File: src/rtl/hex_keypad_scanner_if.sv
// Keypad scanner bus: column drive and row sense, operand-clear input, key and operand outputs.
// Pure wiring; no storage or latency of its own.
// No backpressure: KEY_VALID and OPERAND_VALID are single-cycle pulses that are not held.
interface hex_keypad_scanner_if;
  logic [3:0] COL;
  logic [3:0] ROW;
  logic       CLEAR;
  logic [3:0] KEY_CODE;
  logic       KEY_VALID;
  logic [7:0] OPERAND;
  logic       OPERAND_VALID;

  // The scanner drives the columns and results, and samples rows and clear.
  modport master (
    output COL, KEY_CODE, KEY_VALID, OPERAND, OPERAND_VALID,
    input  ROW, CLEAR
  );

  // The keypad/consumer side drives the rows and clear.
  modport slave (
    input  COL, KEY_CODE, KEY_VALID, OPERAND, OPERAND_VALID,
    output ROW, CLEAR
  );
endinterface

File: src/rtl/hex_keypad_scanner.sv
// 4x4 hex keypad scanner with debounce, ghost rejection and two-digit operand assembly.
// Latency: KEY_VALID is high the cycle after the accepting frame close; OPERAND_VALID follows one cycle later.
// No backpressure: outputs are single-cycle pulses, and the consumer must take them when they occur.
module hex_keypad_scanner #(
  parameter int SCAN_DIV       = 10000,
  parameter int DEBOUNCE_SCANS = 4
) (
  input logic             CLK,
  input logic             reset,
  hex_keypad_scanner_if.master bus
);
  localparam int CNT_W = (SCAN_DIV > 1) ? $clog2(SCAN_DIV) : 1;
  localparam int N_W   = $clog2(DEBOUNCE_SCANS + 1);

  typedef enum logic [1:0] {IDLE, CONFIRM, HELD, RELEASE} state_t;

  logic [3:0]       r_row_s1, r_row_s2;
  logic [CNT_W-1:0] r_tick_cnt;
  logic [1:0]       r_col;
  logic [1:0]       r_acc_hits;   // pressed bits seen so far this frame, saturating at 2
  logic [3:0]       r_acc_code;

  logic             w_tick, w_frame_close;
  logic [3:0]       w_pressed;
  logic [1:0]       w_col_hits, w_col_row;
  logic [2:0]       w_sum;
  logic [1:0]       w_tot_hits;
  logic [3:0]       w_tot_code;
  logic             w_single;

  state_t           r_state, w_state_nxt;
  logic [3:0]       r_cand, w_cand_nxt;
  logic [N_W-1:0]   r_n, w_n_nxt;
  logic [3:0]       r_key_code, w_key_code_nxt;
  logic             r_key_vld, w_key_vld_nxt;

  logic [3:0]       r_hi;
  logic             r_digit;
  logic [7:0]       r_operand;
  logic             r_op_vld;

  assign w_tick        = (r_tick_cnt == CNT_W'(SCAN_DIV - 1));
  assign w_frame_close = w_tick && (r_col == 2'd3);
  assign w_pressed     = ~r_row_s2;

  // Two-flop synchroniser for the asynchronous row inputs; idle rows read as pulled up.
  always_ff @(posedge CLK or negedge reset) begin
    if (!reset) begin
      r_row_s1 <= 4'hF;
      r_row_s2 <= 4'hF;
    end else begin
      r_row_s1 <= bus.ROW;
      r_row_s2 <= r_row_s1;
    end
  end

  // Column step timer and column index, advancing on each tick.
  always_ff @(posedge CLK or negedge reset) begin
    if (!reset) begin
      r_tick_cnt <= '0;
      r_col      <= 2'd0;
    end else if (w_tick) begin
      r_tick_cnt <= '0;
      r_col      <= r_col + 2'd1;
    end else begin
      r_tick_cnt <= r_tick_cnt + 1'b1;
    end
  end

  // Count pressed rows in the current column and locate a lone one.
  always_comb begin
    w_col_hits = 2'd0;
    w_col_row  = 2'd0;
    for (int i = 0; i < 4; i++) begin
      if (w_pressed[i]) begin
        if (w_col_hits != 2'd2) w_col_hits = w_col_hits + 2'd1;
        w_col_row = 2'(i);
      end
    end
    w_sum      = {1'b0, r_acc_hits} + {1'b0, w_col_hits};
    w_tot_hits = (w_sum >= 3'd2) ? 2'd2 : w_sum[1:0];
    w_tot_code = (w_col_hits == 2'd1) ? {w_col_row, r_col} : r_acc_code;
    w_single   = (w_tot_hits == 2'd1);
  end

  // Accumulate column samples across a frame; clear at frame close.
  always_ff @(posedge CLK or negedge reset) begin
    if (!reset) begin
      r_acc_hits <= 2'd0;
      r_acc_code <= 4'd0;
    end else if (w_frame_close) begin
      r_acc_hits <= 2'd0;
      r_acc_code <= 4'd0;
    end else if (w_tick) begin
      r_acc_hits <= w_tot_hits;
      r_acc_code <= w_tot_code;
    end
  end

  // Debounce state register and registered key outputs.
  always_ff @(posedge CLK or negedge reset) begin
    if (!reset) begin
      r_state    <= IDLE;
      r_cand     <= 4'd0;
      r_n        <= '0;
      r_key_code <= 4'd0;
      r_key_vld  <= 1'b0;
    end else begin
      r_state    <= w_state_nxt;
      r_cand     <= w_cand_nxt;
      r_n        <= w_n_nxt;
      r_key_code <= w_key_code_nxt;
      r_key_vld  <= w_key_vld_nxt;
    end
  end

  // Debounce next-state logic; only frame closes move the machine.
  always_comb begin
    w_state_nxt    = r_state;
    w_cand_nxt     = r_cand;
    w_n_nxt        = r_n;
    w_key_code_nxt = r_key_code;
    w_key_vld_nxt  = 1'b0;
    if (w_frame_close) begin
      case (r_state)
        IDLE: begin
          if (w_single) begin
            w_cand_nxt = w_tot_code;
            w_n_nxt    = N_W'(1);
            if (DEBOUNCE_SCANS <= 1) begin
              w_state_nxt    = HELD;
              w_key_code_nxt = w_tot_code;
              w_key_vld_nxt  = 1'b1;
            end else begin
              w_state_nxt = CONFIRM;
            end
          end
        end
        CONFIRM: begin
          if (w_single && (w_tot_code == r_cand)) begin
            w_n_nxt = r_n + 1'b1;
            if (int'(r_n) + 1 >= DEBOUNCE_SCANS) begin
              w_state_nxt    = HELD;
              w_key_code_nxt = r_cand;
              w_key_vld_nxt  = 1'b1;
            end
          end else if (w_single) begin
            w_cand_nxt = w_tot_code;
            w_n_nxt    = N_W'(1);
          end else begin
            w_state_nxt = IDLE;
          end
        end
        HELD: begin
          // A single release frame is already a full release when one scan suffices.
          if (!(w_single && (w_tot_code == r_cand))) begin
            w_n_nxt     = N_W'(1);
            w_state_nxt = (DEBOUNCE_SCANS <= 1) ? IDLE : RELEASE;
          end
        end
        RELEASE: begin
          if (w_single) begin
            w_state_nxt = HELD;
          end else begin
            w_n_nxt = r_n + 1'b1;
            if (int'(r_n) + 1 >= DEBOUNCE_SCANS) w_state_nxt = IDLE;
          end
        end
        default: w_state_nxt = IDLE;
      endcase
    end
  end

  // Two-digit operand assembly; CLEAR overrides a coincident key.
  always_ff @(posedge CLK or negedge reset) begin
    if (!reset) begin
      r_hi      <= 4'd0;
      r_digit   <= 1'b0;
      r_operand <= 8'd0;
      r_op_vld  <= 1'b0;
    end else begin
      r_op_vld <= 1'b0;
      if (bus.CLEAR) begin
        r_hi    <= 4'd0;
        r_digit <= 1'b0;
      end else if (r_key_vld) begin
        if (!r_digit) begin
          r_hi    <= r_key_code;
          r_digit <= 1'b1;
        end else begin
          r_operand <= {r_hi, r_key_code};
          r_digit   <= 1'b0;
          r_op_vld  <= 1'b1;
        end
      end
    end
  end

  assign bus.COL           = ~(4'b0001 << r_col);
  assign bus.KEY_CODE      = r_key_code;
  assign bus.KEY_VALID     = r_key_vld;
  assign bus.OPERAND       = r_operand;
  assign bus.OPERAND_VALID = r_op_vld;
endmodule
File: src/flat_wrapper.sv
// flat-port wrapper written by rule: the top's interface ports become plain ports
module hex_keypad_scanner_flat 
#(
  parameter int SCAN_DIV       = 10000,
  parameter int DEBOUNCE_SCANS = 4
)
  (CLK, reset, bus_COL, bus_KEY_CODE, bus_KEY_VALID, bus_OPERAND, bus_OPERAND_VALID, bus_ROW, bus_CLEAR);
  hex_keypad_scanner_if bus_i ();
  input logic CLK;
  input logic reset;
  output wire logic [$bits(bus_i.COL)-1:0] bus_COL;
  output wire logic [$bits(bus_i.KEY_CODE)-1:0] bus_KEY_CODE;
  output wire logic [$bits(bus_i.KEY_VALID)-1:0] bus_KEY_VALID;
  output wire logic [$bits(bus_i.OPERAND)-1:0] bus_OPERAND;
  output wire logic [$bits(bus_i.OPERAND_VALID)-1:0] bus_OPERAND_VALID;
  input wire logic [$bits(bus_i.ROW)-1:0] bus_ROW;
  input wire logic [$bits(bus_i.CLEAR)-1:0] bus_CLEAR;
  assign bus_COL = bus_i.COL;
  assign bus_KEY_CODE = bus_i.KEY_CODE;
  assign bus_KEY_VALID = bus_i.KEY_VALID;
  assign bus_OPERAND = bus_i.OPERAND;
  assign bus_OPERAND_VALID = bus_i.OPERAND_VALID;
  assign bus_i.ROW = bus_ROW;
  assign bus_i.CLEAR = bus_CLEAR;
  hex_keypad_scanner #(.SCAN_DIV(SCAN_DIV), .DEBOUNCE_SCANS(DEBOUNCE_SCANS)) u_core (.CLK(CLK), .reset(reset), .bus(bus_i));
endmodule
File: config.mk
export PLATFORM = sky130hd
export DESIGN_NAME = hex_keypad_scanner_flat
export DESIGN_NICKNAME = d
export VERILOG_FILES = /design/src/rtl/hex_keypad_scanner_if.sv /design/src/rtl/hex_keypad_scanner.sv /design/src/flat_wrapper.sv
export SDC_FILE = /design/constraint.sdc
export NUM_CORES = 1
export LEC_CHECK = 0
export ABC_AREA = 1
export BUFFER_PORTS_ARGS = -buffer_cell sky130_fd_sc_hd__buf_2
export CAP_MARGIN = 20
export CORE_UTILIZATION = 55
export DETAILED_ROUTE_END_ITERATION = 16
export HOLD_SLACK_MARGIN = 0.03
export PLACE_DENSITY = 0.74
export SYNTH_ARGS = -nofsm -noshare
export SYNTH_HDL_FRONTEND = slang
export SYNTH_SLANG_ARGS = --single-unit
File: constraint.sdc
create_clock -name CLK -period 5.1 [get_ports CLK]
set_input_delay 0.255 -clock CLK [delete_from_list [all_inputs] [get_ports CLK]]
set_output_delay 0.255 -clock CLK [all_outputs]
set_load 0.01 [all_outputs]
======== Word level (Yosys, flattened, before mapping) ========
Cells that the tools add are included.
operators by class
  $add $sub $neg .......................... 8
  order comparisons ....................... 2
  eq/ne operators ......................... 19
  shifts and indexed selects .............. 1
  multiplexer cells ....................... 46
  bitwise logic cells ..................... 3
  reduce and logical (&&, ||, !) cells .... 12
operators with widths
  operator                                                                               number
  2-bit two-way mux                                                                      18
  32-bit by 4-bit greater-or-equal comparator with 1-bit output (second input constant)  1
  4-bit two-way mux                                                                      8
  14-bit by 1-bit adder with 14-bit output (second input constant)                       1
  14-bit == test (second input constant)                                                 1
  14-bit two-way mux                                                                     1
  1-bit two-way mux                                                                      12
  3-bit two-way mux                                                                      4
  2-bit inequality test (second input constant)                                          6
  3-bit case mux with 4 select lines                                                     1
  3-bit AND reduction                                                                    3
  4-bit inverter                                                                         2
  2-bit case mux with 4 select lines                                                     1
  4-bit case mux with 2 select lines                                                     1
  2-bit by 1-bit adder with 2-bit output (second input constant)                         3
  2-bit by 1-bit == test with 1-bit output (second input constant)                       3
  2-bit == test (second input constant)                                                  3
  3-bit inequality test (second input constant)                                          2
  6-bit AND reduction                                                                    1
  2-bit nonzero test                                                                     3
  3-bit by 1-bit adder with 4-bit output (second input constant)                         1
  4-bit == test                                                                          1
  4-bit AND reduction                                                                    1
  1-bit by 2-bit left shift with 4-bit output (first input constant)                     1
  11 further kinds                                                                       12
storage, ports and cells
  bits in registers ....................... 58
  bits of input ports ..................... 7
  output and inout bits ................... 18
  logic and storage cells ................. 106

======== Depth between registers and ports, before layout ========
Gate-level depths: netlist (run 1).
  depth in word-level cells ............... 19
  depth in mapped cells ................... 24
  gate-level depth less buffers ........... 24

======== Least setup slack after synthesis (run 1) ========
OpenSTA, ideal clock, no wires.
  path kind ............................... register to register
  start point ............................. register u_core.r_row_s2[0]
  end point ............................... register u_core.r_key_code[0] (netlist: u_core.bus.KEY_CODE[0])
  library setup time ...................... 0.121 ns
  arrival time ............................ 3.065 ns
  path slack .............................. 1.914 ns
  cell stages (with the launch flop) ...... 23
  clock period less this slack ............ 3.186 ns
  cell sequence ........................... dfstp_2 inv_1 ha_1 nand2_1 nand2_1 inv_1 ha_1 nand2_1 nand2_4 ha_1 inv_1 fa_1 nand2_1 inv_1 nand2_1 inv_1 nand2_1 nor2_4 nand3_4 nor2_4 nand4_4 nand2_1 o21ai_1
on the way
  word-level cells in the longest chain between the ends .. 17
  elaborated cells on any way between the ends .. 23
  classes of those cells .................. add/sub (4); order compare (1); eq/ne (6); mux (9); bitwise (1); reduce/logical (2)
ends and longest elaborated chain
  item                                                                                                               line                       source
  start: declaration                                                                                                 hex_keypad_scanner.sv:17   logic [3:0] r_row_s1, r_row_s2;
  start signal: assignment                                                                                           hex_keypad_scanner.sv:53   r_row_s2 <= r_row_s1;
  4-bit inverter (*)                                                                                                 hex_keypad_scanner.sv:44   assign w_pressed = ~r_row_s2;
  1-bit two-way mux (*)                                                                                              hex_keypad_scanner.sv:75   if (w_pressed[i]) begin
  1-bit by 1-bit adder with 2-bit output / 1-bit by 2-bit inequality test with 1-bit output (equally long branches)  hex_keypad_scanner.sv:76   if (w_col_hits != 2'd2) w_col_hits = w_col_hits + 2'd1;
  2-bit two-way mux                                                                                                  hex_keypad_scanner.sv:76
  2-bit two-way mux (*)                                                                                              hex_keypad_scanner.sv:75
  2-bit by 1-bit adder with 2-bit output / 2-bit inequality test (equally long branches)                             hex_keypad_scanner.sv:76
  2-bit two-way mux                                                                                                  hex_keypad_scanner.sv:76
  2-bit two-way mux (*)                                                                                              hex_keypad_scanner.sv:75
  2-bit by 1-bit adder with 2-bit output / 2-bit inequality test (equally long branches)                             hex_keypad_scanner.sv:76
  2-bit two-way mux                                                                                                  hex_keypad_scanner.sv:76
  2-bit two-way mux (*)                                                                                              hex_keypad_scanner.sv:75
  2-bit by 2-bit adder with 3-bit output                                                                             hex_keypad_scanner.sv:80   w_sum = {1'b0, r_acc_hits} + {1'b0, w_col_hits};
  3-bit by 2-bit greater-or-equal comparator with 1-bit output                                                       hex_keypad_scanner.sv:81   w_tot_hits = (w_sum >= 3'd2) ? 2'd2 : w_sum[1:0];
  2-bit two-way mux                                                                                                  hex_keypad_scanner.sv:81
  2-bit by 1-bit == test with 1-bit output                                                                           hex_keypad_scanner.sv:83   w_single = (w_tot_hits == 2'd1);
  1-bit logical AND (*)                                                                                              hex_keypad_scanner.sv:140  if (w_single && (w_tot_code == r_cand)) begin
  4-bit AND reduction (no line) (*)                                                                                  --
  end signal: assignment                                                                                             hex_keypad_scanner.sv:112  r_key_code <= w_key_code_nxt;
  end: declaration                                                                                                   hex_keypad_scanner.sv:34   logic [3:0] r_key_code, w_key_code_nxt;
Mark *: on every way between the ends. The rest lies on a longest branch, timed or not.
A chain may end at the register's enable or synchronous reset.

======== Final worst setup path (run 1) ========
  start point ............................. register u_core.r_row_s2[1]
  end point ............................... register u_core.r_key_code[2] (netlist: u_core.bus.KEY_CODE[2])
on the way
  word-level cells in the longest chain between the ends .. 14
  elaborated cells on any way between the ends .. 22
  classes of those cells .................. add/sub (3); order compare (1); eq/ne (5); mux (10); bitwise (1); reduce/logical (2)
ends and longest elaborated chain
  item                                                                                    line
  4-bit inverter (*)                                                                      hex_keypad_scanner.sv:44
  2-bit two-way mux                                                                       hex_keypad_scanner.sv:75
  2-bit by 1-bit adder with 2-bit output / 2-bit inequality test (equally long branches)  hex_keypad_scanner.sv:76
  2-bit two-way mux                                                                       hex_keypad_scanner.sv:76
  2-bit two-way mux                                                                       hex_keypad_scanner.sv:75
  2-bit by 1-bit adder with 2-bit output / 2-bit inequality test (equally long branches)  hex_keypad_scanner.sv:76
  2-bit two-way mux                                                                       hex_keypad_scanner.sv:76
  2-bit two-way mux                                                                       hex_keypad_scanner.sv:75
  2-bit by 2-bit adder with 3-bit output                                                  hex_keypad_scanner.sv:80
  3-bit by 2-bit greater-or-equal comparator with 1-bit output                            hex_keypad_scanner.sv:81
  2-bit two-way mux                                                                       hex_keypad_scanner.sv:81
  2-bit by 1-bit == test with 1-bit output                                                hex_keypad_scanner.sv:83
  1-bit logical AND (*)                                                                   hex_keypad_scanner.sv:140
  4-bit AND reduction (no line) (*)                                                       --
Marked as above.

==> out/qor.txt, run 1 <==
============================================================================
Worst-Skew Late Latency                                               340 ps
Global-route wire length before repair                              8.901 mm
Initial Utilization                                                   57.21%
Final setup skew                                                    7.221 ps
LEAKAGE                                                             1.671 nW
Post-layout nets                                                         406
Worst Path Arrival                                                   3720 ps
Post-CTS Setup Inserts                                                     0
Root Buffer                                                     sky130_fd_sc_hd__clkbuf_8
Core Footprint                                                      5140 µm²
Crit. End Element                                                   register
Number of cells in the finished layout apart from fillers                463
Library cell with the highest instance count after synthesis    sky130_fd_sc_hd__nand2_1
Most common library cells after synthesis                       sky130_fd_sc_hd__nand2_1 (75), sky130_fd_sc_hd__inv_1 (67), sky130_fd_sc_hd__dfrtp_1 (50)
Min setup slack post-route                                           1597 ps
Place WS                                                             1594 ps
Total CTS buffers                                                          9
# rows                                                                    26
Remaining antenna violation count after routing                            0
Critical R2R Launch                                             u_core.r_row_s2[1]
Area delta synth->final                                               14.51%
Mean instance size in the synthesized netlist                      8.401 µm²
Worst Path Required                                                  5320 ps
Max Clock Freq                                                     285.5 MHz
Total setup violations reported at the end of the flow                     0
FILL cells                                                               441
Number of remaining DRC errors                                             0
Most area-hungry cell type in the Yosys netlist                 sky130_fd_sc_hd__dfrtp_1
Unrepaired setup endpoints after global routing                        false
Top cell type's share of synthesized area                             42.55%
Kind of start point of the critical path                            register
Drt via density                                                        4.970
Die span in y                                                       75.12 µm
Violation count after the first detailed-routing iteration               109
Final global-route overflow total                                          0
Count of instances resized after the clock tree is built                   0
Timing startpoint of the critical path                          u_core.r_row_s2[1]
Total negative setup slack                                              0 ps
Number of placed instances, taps included                                443
Sinks on the clock net                                                    58
CP delay by family, top                                         simple AND/OR/NAND/NOR gates
Final Max Tran Viols                                                       0
Port Buf Inserts                                                          24
Clock-pin transition on the worst setup and hold timing paths          70 ps
Share of cells above drive strength 1                                 18.83%
Run status                                                      complete, no violations
Sequential fraction of the synthesis area                             49.70%
Worst-path cell with the longest stage delay                    sky130_fd_sc_hd__dfstp_2
Initial antenna violation count                                            0
Number of warnings issued by yosys                                         0
Period Utilization, post-route                                        68.68%
Peak fanout along the critical path                                        9
Final Hold Viols                                                           0
Max Cap Viol                                                               0
Crit path largest cell delay                                          530 ps
Flops & latches, synth                                                    58
Normalized max-slew margin                                            53.74%
H-tree levels                                                              3
Setup Crit Path Kind                                            register to register
Highest ir drop seen on vdd                                        0.2006 mV
Overall via count from detail_route                                     2301
Type of the most critical hold path                             primary input to async pin
Worst path most repeated cell                                   sky130_fd_sc_hd__nand2_1
Final period demand of the worst path                                3503 ps
Syn_nets                                                                 368
Antenna fix cells                                                          0
Clock tree from TritonCTS                                              built
Global routing usage summed across all routing layers                 21.62%
List of cells traversed by the critical path                    inv_1 -> ha_1 -> nand2_1 -> nand2_1 -> inv_1 -> ha_1 -> nand2_1 -> nand2_4 -> ha_1 -> inv_1 -> fa_1 -> nand2_1 -> inv_1 -> nand2_1 -> inv_1 -> nand2_1 -> nor2_4 -> nand3_4 -> nor2_4 -> nand4_4 -> nand2_1 -> o21ai_1
First-pass iteration count of the detailed router                          4
Cell Pwr Density                                                270.5 nW/µm²
EDFF count, synth                                                          0
Bufs on Longest Clock Path                                                 2
Cell area after technology mapping                                  2940 µm²
Hold buffers post-CTS                                                      4
Async set-reset flop share out of synthesis                           100.0%
Transition at the pin with the smallest max-transition slack        693.9 ps
Floorplan die area                                                  5642 µm²
Num ports                                                                 25
Buf+Inv Stages, Crit Path                                                  5
Vias in the first global route                                          2099
Ys flop type                                                    sky130_fd_sc_hd__dfrtp_1
HPWL after DPL                                                      3.779 mm
Pin count of the biggest net entering global routing                      59
Die span in x                                                       75.12 µm
Number of instances in the synthesized netlist                           350
Mean routed wirelength per cell                                     11.12 µm
Synth cell types                                                          33
Final GP Congestion                                                   0.8743
Synth top area cells                                            sky130_fd_sc_hd__dfrtp_1 (43%), sky130_fd_sc_hd__nand2_1 (9.6%), sky130_fd_sc_hd__inv_1 (8.6%)
Final wirelength                                                    5.150 mm
============================================================================
[per-layer routing]
layer	vias up	wire length (µm)	GRT usage (%)	part of all wire [%]
met3	11	236	8.032	4.6
met5	-	0	0	0
met2	43	2459	35.84	48
met1	1063	2368	25.67	46
met4	0	85	8.176	1.7
li1	1184	-	-	-
[cell type report]
class / count / area, µm² / area share, %
clock buffers: 10 / 137.6 / 4.088
clock inverters: 6 / 41.29 / 1.226
inverters: 70 / 264.0 / 7.841
multi-input cells: 220 / 1207 / 35.86
flip-flops and latches: 58 / 1461 / 43.40
well taps: 70 / 87.58 / 2.601
repair buffers: 29 / 167.7 / 4.980
[logic make-up after synthesis]
logic type	synth area share (%)
AND/OR/NAND/NOR	26.38
buffers and inverters	9.234
flip-flops	49.70
AO/OA/AOI/OAI	8.255
adder cells (fa/ha/maj)	4.936
XOR/XNOR	1.490
[path summary, 6_finish.rpt]
path                                            endpoint  slack [ps]  cells past startpoint
worst max-delay path              u_core.bus.KEY_CODE[2]        1600                     22
worst min-delay path                u_core.r_tick_cnt[3]          30                      2
worst max register to register    u_core.bus.KEY_CODE[2]        1600                     22
worst min register to register        u_core.r_row_s2[0]         350                      0
max in group asynchronous         u_core.bus.KEY_CODE[2]        4590                      2
min in group CLK                u_core.bus.OPERAND_VALID         100                      2
[power by group]
part | switching [mW] | internal (mW) | leakage [nW]
registers | 0.00349 | 0.469 | 0.750
logic | 0.0439 | 0.0219 | 0.837
clock network | 0.184 | 0.189 | 0.0847
[per-stage QoR]
step                hold slack, ps  util, %  instance area, µm²  power (mW)
detailed placement           347.0    61.25                3148      0.5453
global placement             345.4    61.25                3148      0.5430
floorplan                   -40.59        -                2940      0.5232
finish                       34.44    65.51                3367      0.9107
CTS                          70.82    65.51                3367      0.9254
global route                 117.1    65.51                3367      0.9553
[sequential cells by signal, summed over array words and instances, names as in the netlist]
register,flops
u_core.bus.KEY_CODE,4
u_core.r_digit,1
u_core.r_acc_hits,2
u_core.r_state,2
u_core.r_col,2
u_core.r_row_s2,4
u_core.r_cand,4
u_core.r_tick_cnt,14
u_core.r_n,3
u_core.r_hi,4
u_core.r_acc_code,4
u_core.bus.OPERAND_VALID,1
u_core.r_row_s1,4
u_core.bus.OPERAND,8
u_core.bus.KEY_VALID,1
[layout by cell type, fill, tap and decap left out, drive strengths merged]
| cell | instances |
|---|---|
| dfstp | 8 |
| nor4 | 4 |
| o21ai | 28 |
| inv | 70 |
| nand4 | 2 |
| a31oi | 1 |
| or2 | 3 |
| nand3b | 2 |
| nor3b | 1 |
| clkbuf | 10 |
| dfrtp | 50 |
| nand2 | 88 |
| xor2 | 3 |
| xnor2 | 2 |
| o22ai | 9 |
| clkinv | 3 |
| a21oi | 8 |
| nand3 | 28 |
| nor2 | 26 |
| fa | 1 |
| clkinvlp | 3 |
| nor3 | 4 |
| dlygate4sd3 | 4 |
| buf | 25 |
| ha | 10 |
Note: power is estimated with default switching activity, not from simulation.
==> run 2, diff against run 1 <==
==> constraint.sdc (replaced) <==
create_clock -name CLK -period 3.4 [get_ports CLK]
set_input_delay 0.17 -clock CLK [delete_from_list [all_inputs] [get_ports CLK]]
set_output_delay 0.17 -clock CLK [all_outputs]
set_load 0.01 [all_outputs]
==> run 2 against run 1 <==
- sequential share of layout area shrank 2.0 points
- critical path type unchanged
- sequential power grew 50%
- final area grew 4.8%
- die area is the same
- combinational power grew 98%
- first-iteration DRC count grew 79%
- final cell count grew 2.8%
- via count grew 1.8%
- clock power grew 89%
- fmax grew 9.7%
==> out/qor.txt, run 2 (synthesis results as in run 1) <==
==================================================================================
Final instance area                                                       3527 µm²   was 3367 µm²
Crit path largest cell delay                                                530 ps   about the same
Mean routed wirelength per cell                                           11.94 µm   was 11.12 µm
Antenna fix cells                                                                0   unchanged
Die span in x                                                             75.12 µm   unchanged
Core Footprint                                                            5140 µm²   unchanged
Worst Path Arrival                                                         3420 ps   was 3720 ps
List of cells traversed by the critical path                          inv_1 -> ha_1 -> nand2_1 -> nand2_2 -> inv_1 -> ha_2 -> nand2_2 -> nand2_4 -> ha_1 -> inv_1 -> fa_1 -> nand2_1 -> inv_2 -> nand2_2 -> inv_2 -> nand2_2 -> nor2_4 -> nand3_4 -> nor2_4 -> nand4_4 -> nand2_2 -> o21ai_1   was inv_1 -> ha_1 -> nand2_1 -> nand2_1 -> inv_1 -> ha_1 -> nand2_1 -> nand2_4 -> ha_1 -> inv_1 -> fa_1 -> nand2_1 -> inv_1 -> nand2_1 -> inv_1 -> nand2_1 -> nor2_4 -> nand3_4 -> nor2_4 -> nand4_4 -> nand2_1 -> o21ai_1
Post-layout nets                                                               419   was 406
Initial Utilization                                                         57.21%   unchanged
Die span in y                                                             75.12 µm   unchanged
Highest-count cells in the layout ignoring fill and taps              sky130_fd_sc_hd__nand2_1 (70), sky130_fd_sc_hd__inv_1 (65), sky130_fd_sc_hd__dfrtp_1 (50)   was sky130_fd_sc_hd__nand2_1 (75), sky130_fd_sc_hd__inv_1 (67), sky130_fd_sc_hd__dfrtp_1 (50)
Peak fanout along the critical path                                              8   was 9
Worst path most repeated cell                                         sky130_fd_sc_hd__nand2_2   was sky130_fd_sc_hd__nand2_1
Normalized max-slew margin                                                  61.06%   was 53.74%
CP delay by family, top                                               simple AND/OR/NAND/NOR gates   unchanged
Remaining antenna violation count after routing                                  0   unchanged
Highest ir drop seen on vdd                                              0.4499 mV   was 0.2006 mV
Violation count after the first detailed-routing iteration                     195   was 109
Area delta synth->final                                                     19.96%   was 14.51%
Root Buffer                                                           sky130_fd_sc_hd__clkbuf_8   unchanged
Clock-pin transition on the worst setup and hold timing paths                60 ps   was 70 ps
Run status                                                            complete, no violations   unchanged
Global-route wire length before repair                                    9.363 mm   was 8.901 mm
Post-placement cell area                                                  3156 µm²   was 3148 µm²
First-pass iteration count of the detailed router                                4   unchanged
Total setup violations reported at the end of the flow                           0   unchanged
FILL cells                                                                     434   was 441
Overall via count from detail_route                                           2342   was 2301
Kind of start point of the critical path                                  register   unchanged
Setup Crit Path Kind                                                  register to register   unchanged
Period Utilization, post-route                                              93.93%   was 68.68%
Initial antenna violation count                                                  0   unchanged
Utilization of the core after routing                                       68.62%   was 65.51%
Worst-path cell with the longest stage delay                          sky130_fd_sc_hd__dfstp_2   unchanged
Final Hold Viols                                                                 0   unchanged
Max Cap Viol                                                                     0   unchanged
Number of cells in the finished layout apart from fillers                      476   was 463
Buf+Inv Stages, Crit Path                                                        5   unchanged
# rows                                                                          26   unchanged
Max Clock Freq                                                           313.1 MHz   was 285.5 MHz
LEAKAGE                                                                   1.757 nW   was 1.671 nW
Num ports                                                                       25   unchanged
Most common library cell in the layout ignoring fill and taps         sky130_fd_sc_hd__nand2_1   unchanged
Type of the most critical hold path                                   register to register   was primary input to async pin
Crit. End Element                                                         register   unchanged
H-tree levels                                                                    3   unchanged
Bufs on Longest Clock Path                                                       2   unchanged
Total negative setup slack                                                    0 ps   unchanged
Sinks on the clock net                                                          58   unchanged
Number of remaining DRC errors                                                   0   unchanged
Final setup skew                                                          8.065 ps   was 7.221 ps
Pin count of the biggest net entering global routing                            34   was 59
Vias in the first global route                                                2190   was 2099
Worst Path Required                                                        3620 ps   was 5320 ps
Port Buf Inserts                                                                24   unchanged
Drt via density                                                              4.920   was 4.970
Floorplan die area                                                        5642 µm²   unchanged
Clock tree from TritonCTS                                                    built   unchanged
Flip-flop count of the largest register, all copies and words added             14   unchanged
Worst-Skew Late Latency                                                     330 ps   was 340 ps
Final global-route overflow total                                                0   unchanged
Share of cells above drive strength 1                                       22.91%   was 18.83%
Transition at the pin with the smallest max-transition slack              584.2 ps   was 693.9 ps
Total CTS buffers                                                                9   unchanged
Cell Pwr Density                                                      436.9 nW/µm²   was 270.5 nW/µm²
HPWL after DPL                                                            3.875 mm   was 3.779 mm
Largest Register                                                      u_core.r_tick_cnt   unchanged
Min setup slack post-route                                                206.4 ps   was 1597 ps
Final Max Tran Viols                                                             0   unchanged
Place WS                                                                  91.86 ps   was 1594 ps
Number of placed instances, taps included                                      444   was 443
Final period demand of the worst path                                      3194 ps   was 3503 ps
Global routing usage summed across all routing layers                       22.76%   was 21.62%
Final wirelength                                                          5.683 mm   was 5.150 mm
Final GP Congestion                                                         0.8987   was 0.8743
==================================================================================
==> run 2: cell count changes in the layout (fill, tap and decap cells not counted), sizes merged <==
| cell | delta |
|---|---|
| buf | +11 |
| inv | -1 |
| dlygate4sd3 | +2 |
| clkbuf | +1 |
| bufinv | +2 |
| clkinvlp | -2 |
==> run 2: repair_timing <==
item	CTS	global route
endpoints found under the hold margin	22	0
resized for setup	0	9
setup endpoints to repair	0	14
setup buffers	0	10
hold buffers	6	0
==> run 2: metrics by stage <==
stage / total power, mW / hold WS, ps
after floorplan: 0.7847 / -125.6
after global placement: 0.8172 / 201.4
after detailed placement: 0.8205 / 206.9
after CTS: 1.532 / 356.9
after global routing: 1.601 / 356.2
final: 1.541 / 356.7
==> run 2: path summary, 6_finish.rpt <==
| path | from | to | slack [ps] | depth (start not counted) |
|---|---|---|---|---|
| worst max-delay path | u_core.r_row_s2[1] | u_core.bus.KEY_CODE[0] | 210 | 22 |
| worst min-delay path | u_core.r_row_s1[2] | u_core.r_row_s2[2] | 360 | 0 |
| worst max register to register | u_core.r_row_s2[1] | u_core.bus.KEY_CODE[0] | 210 | 22 |
| worst min register to register | u_core.r_row_s1[2] | u_core.r_row_s2[2] | 360 | 0 |
| max in group asynchronous | reset | u_core.r_cand[1] | 2210 | 3 |
| min in group asynchronous | reset | u_core.r_tick_cnt[9] | 370 | 2 |
==> run 2: per-layer routing <==
metal	vias up	share of wire [%]	GRT usage, %
met1	1071	46	28.29
met2	54	47	36.54
met3	12	4.8	6.693
met4	0	1.9	10.90
met5	-	0	0
li1	1205	-	-
==> run 2: layout make-up <==
class / instances / area (µm²) / share of cell area (%)
timing repair buffer: 42 / 270.3 / 7.662
clock buffer: 11 / 141.4 / 4.009
clock inverter: 5 / 77.57 / 2.199
sequential: 58 / 1461 / 41.43
tap: 70 / 87.58 / 2.483
multi-input combinational: 220 / 1225 / 34.73
inverter: 70 / 264.0 / 7.485
==> run 2: where the power goes <==
group / internal (mW) / switching, mW / leakage [nW]
Combinational: 0.0541 / 0.0758 / 0.898
Clock: 0.430 / 0.272 / 0.109
Sequential: 0.704 / 0.00530 / 0.750
Total: 1.19 / 0.353 / 1.76
==> run 3, diff against run 2 <==
--- a/config.mk
+++ b/config.mk
@@ -8,10 +8,10 @@
 export ABC_AREA = 1
 export BUFFER_PORTS_ARGS = -buffer_cell sky130_fd_sc_hd__buf_2
 export CAP_MARGIN = 20
-export CORE_UTILIZATION = 55
+export CORE_MARGIN = 2
+export CORE_UTILIZATION = 46
 export DETAILED_ROUTE_END_ITERATION = 16
 export HOLD_SLACK_MARGIN = 0.03
-export PLACE_DENSITY = 0.74
 export SYNTH_ARGS = -nofsm -noshare
 export SYNTH_HDL_FRONTEND = slang
 export SYNTH_SLANG_ARGS = --single-unit
==> run 3 against run 2 <==
- critical path depth unchanged
- combinational power decreased by 12%
- final cell count increased by 0.21%
- sequential cell count unchanged
- final area decreased by 2.2%
- wire length increased by 0.49%
- clock power decreased by 15%
- register-to-register slack improved by 40 ps
- via count decreased by 2.4%
- sequential power about the same
- core utilization decreased by 14 points
- sequential share of layout area increased by 0.95 points
==> out/qor.txt, run 3 (synthesis results as in run 1) <==
==================================================================================
First-pass iteration count of the detailed router                                4   unchanged
Type of the most critical hold path                                   register to register   unchanged
Area delta synth->final                                                     17.28%   was 19.96%
Final Hold Viols                                                                 0   unchanged
Final setup skew                                                          6.757 ps   was 8.065 ps
Worst Path Required                                                        3610 ps   was 3620 ps
LEAKAGE                                                                   1.709 nW   was 1.757 nW
Core Footprint                                                            6277 µm²   was 5140 µm²
Vias in the first global route                                                2211   was 2190
Highest-count cells in the layout ignoring fill and taps              sky130_fd_sc_hd__nand2_1 (71), sky130_fd_sc_hd__inv_1 (65), sky130_fd_sc_hd__dfrtp_1 (50)   was sky130_fd_sc_hd__nand2_1 (70), sky130_fd_sc_hd__inv_1 (65), sky130_fd_sc_hd__dfrtp_1 (50)
Largest Register                                                      u_core.r_tick_cnt   unchanged
Period Utilization, post-route                                              92.81%   was 93.93%
Flip-flop count of the largest register, all copies and words added             14   unchanged
Overall via count from detail_route                                           2286   was 2342
Cells on worst reg2reg path                                                     22   unchanged
Cell Pwr Density                                                      412.8 nW/µm²   was 436.9 nW/µm²
Total negative setup slack                                                    0 ps   unchanged
# rows                                                                          29   was 26
Final instance area                                                       3448 µm²   was 3527 µm²
Final wirelength                                                          5.711 mm   was 5.683 mm
Normalized max-slew margin                                                  42.36%   was 61.06%
Total setup violations reported at the end of the flow                           0   unchanged
Kind of start point of the critical path                                  register   unchanged
Post-placement cell area                                                  3179 µm²   was 3156 µm²
Max Clock Freq                                                           316.9 MHz   was 313.1 MHz
Highest ir drop seen on vdd                                              0.2461 mV   was 0.4499 mV
Clock tree from TritonCTS                                                    built   unchanged
Root Buffer                                                           sky130_fd_sc_hd__clkbuf_8   unchanged
Max Cap Viol                                                                     0   unchanged
Pin count of the biggest net entering global routing                            40   was 34
Die span in x                                                             83.95 µm   was 75.12 µm
Bufs on Longest Clock Path                                                       2   unchanged
Worst-Skew Late Latency                                                     330 ps   about the same
Initial Utilization                                                         46.84%   was 57.21%
Run status                                                            complete, no violations   unchanged
Crit. End Element                                                         register   unchanged
Peak fanout along the critical path                                              8   unchanged
Sinks on the clock net                                                          58   unchanged
Depth of the worst hold-timing path                                              0   unchanged
Number of cells in the finished layout apart from fillers                      477   was 476
Final period demand of the worst path                                      3155 ps   was 3194 ps
Final Max Tran Viols                                                             0   unchanged
Final GP Congestion                                                         0.7846   was 0.8987
Remaining antenna violation count after routing                                  0   unchanged
Transition at the pin with the smallest max-transition slack              864.6 ps   was 584.2 ps
Post-layout nets                                                               413   was 419
Share of cells above drive strength 1                                       20.75%   was 22.91%
Number of placed instances, taps included                                      453   was 444
Violation count after the first detailed-routing iteration                     120   was 195
Initial antenna violation count                                                  0   unchanged
Drt via density                                                              4.792   was 4.920
Global-route wire length before repair                                    9.873 mm   was 9.363 mm
Port Buf Inserts                                                                24   unchanged
Number of remaining DRC errors                                                   0   unchanged
Total CTS buffers                                                                9   unchanged
Most common library cell in the layout ignoring fill and taps         sky130_fd_sc_hd__nand2_1   unchanged
Worst Path Arrival                                                         3370 ps   was 3420 ps
Mean routed wirelength per cell                                           11.97 µm   was 11.94 µm
Floorplan die area                                                        7048 µm²   was 5642 µm²
Post-route total power                                                    1.423 mW   was 1.541 mW
H-tree levels                                                                    3   unchanged
HPWL after DPL                                                            4.109 mm   was 3.875 mm
Setup Crit Path Kind                                                  register to register   unchanged
Clock-pin transition on the worst setup and hold timing paths                70 ps   was 60 ps
Final global-route overflow total                                                0   unchanged
Die span in y                                                             83.95 µm   was 75.12 µm
Global routing usage summed across all routing layers                       17.75%   was 22.76%
Num ports                                                                       25   unchanged
Antenna fix cells                                                                0   unchanged
==================================================================================
-- run 3: critical path, cell delays in order, from the launching register on --
cell and delay [ps]:
sky130_fd_sc_hd__dfstp_2 530, sky130_fd_sc_hd__inv_1 50, sky130_fd_sc_hd__ha_1 260, sky130_fd_sc_hd__nand2_1 70, sky130_fd_sc_hd__nand2_2 60, sky130_fd_sc_hd__inv_1 60, sky130_fd_sc_hd__ha_2 170, sky130_fd_sc_hd__nand2_2 70
sky130_fd_sc_hd__nand2_4 70, sky130_fd_sc_hd__ha_1 140, sky130_fd_sc_hd__inv_1 50, sky130_fd_sc_hd__fa_1 470, sky130_fd_sc_hd__nand2_1 60, sky130_fd_sc_hd__inv_2 60, sky130_fd_sc_hd__nand2_2 50, sky130_fd_sc_hd__inv_2 70
sky130_fd_sc_hd__nand2_2 70, sky130_fd_sc_hd__nor2_4 110, sky130_fd_sc_hd__nand3_4 130, sky130_fd_sc_hd__nor2_4 170, sky130_fd_sc_hd__nand4_4 150, sky130_fd_sc_hd__nand2_1 120, sky130_fd_sc_hd__o21ai_1 60
-- run 3: worst paths after layout --
kind                                          from                     end  slack [ps]
worst max-delay path            u_core.r_row_s2[1]  u_core.bus.KEY_CODE[0]         240
worst min-delay path            u_core.r_row_s1[3]      u_core.r_row_s2[3]         360
worst max register to register  u_core.r_row_s2[1]  u_core.bus.KEY_CODE[0]         240
worst min register to register  u_core.r_row_s1[3]      u_core.r_row_s2[3]         360
max in group asynchronous                    reset      u_core.r_row_s1[1]        2060
min in group asynchronous                    reset   u_core.bus.OPERAND[7]         500
-- run 3: metal layers --
metal	vias up	global-route usage, %	wire length [µm]
met3	6	5.242	213
li1	1194	-	-
met5	-	0	0
met4	0	8.504	89
met2	34	27.78	2643
met1	1052	22.56	2764
-- run 3: where the power goes --
group / total [mW] / internal [mW] / leakage, nW / switching (mW)
registers: 0.709 / 0.704 / 0.750 / 0.00544
logic: 0.115 / 0.0430 / 0.868 / 0.0724
clock network: 0.599 / 0.337 / 0.0914 / 0.261
-- run 3: cell type report --
cell class	count	area [µm²]
well taps	77	96.34
multi-input cells	220	1222
clock buffers	13	138.9
clock inverters	3	40.04
inverters	70	264.0
fillers	581	2829
flip-flops and latches	58	1461
repair buffers	36	225.2
-- run 3: what timing repair did --
item                                    CTS  global route
hold buffers                              6             0
resized for setup                         0            10
setup buffers                             0             2
endpoints found under the setup margin    0            14
endpoints found under the hold margin    43             0
-- run 3: through the flow --
| stage | util [%] | setup WS, ps | hold WS, ps |
|---|---|---|---|
| after floorplan | - | 214.4 | -125.6 |
| after global placement | 50.65 | 279.4 | 274.5 |
| after detailed placement | 50.65 | 155.1 | 276.9 |
| after CTS | 54.45 | 122.4 | 356.5 |
| after global routing | 54.93 | -2.180 | 357.5 |
| final | 54.93 | 244.6 | 355.4 |
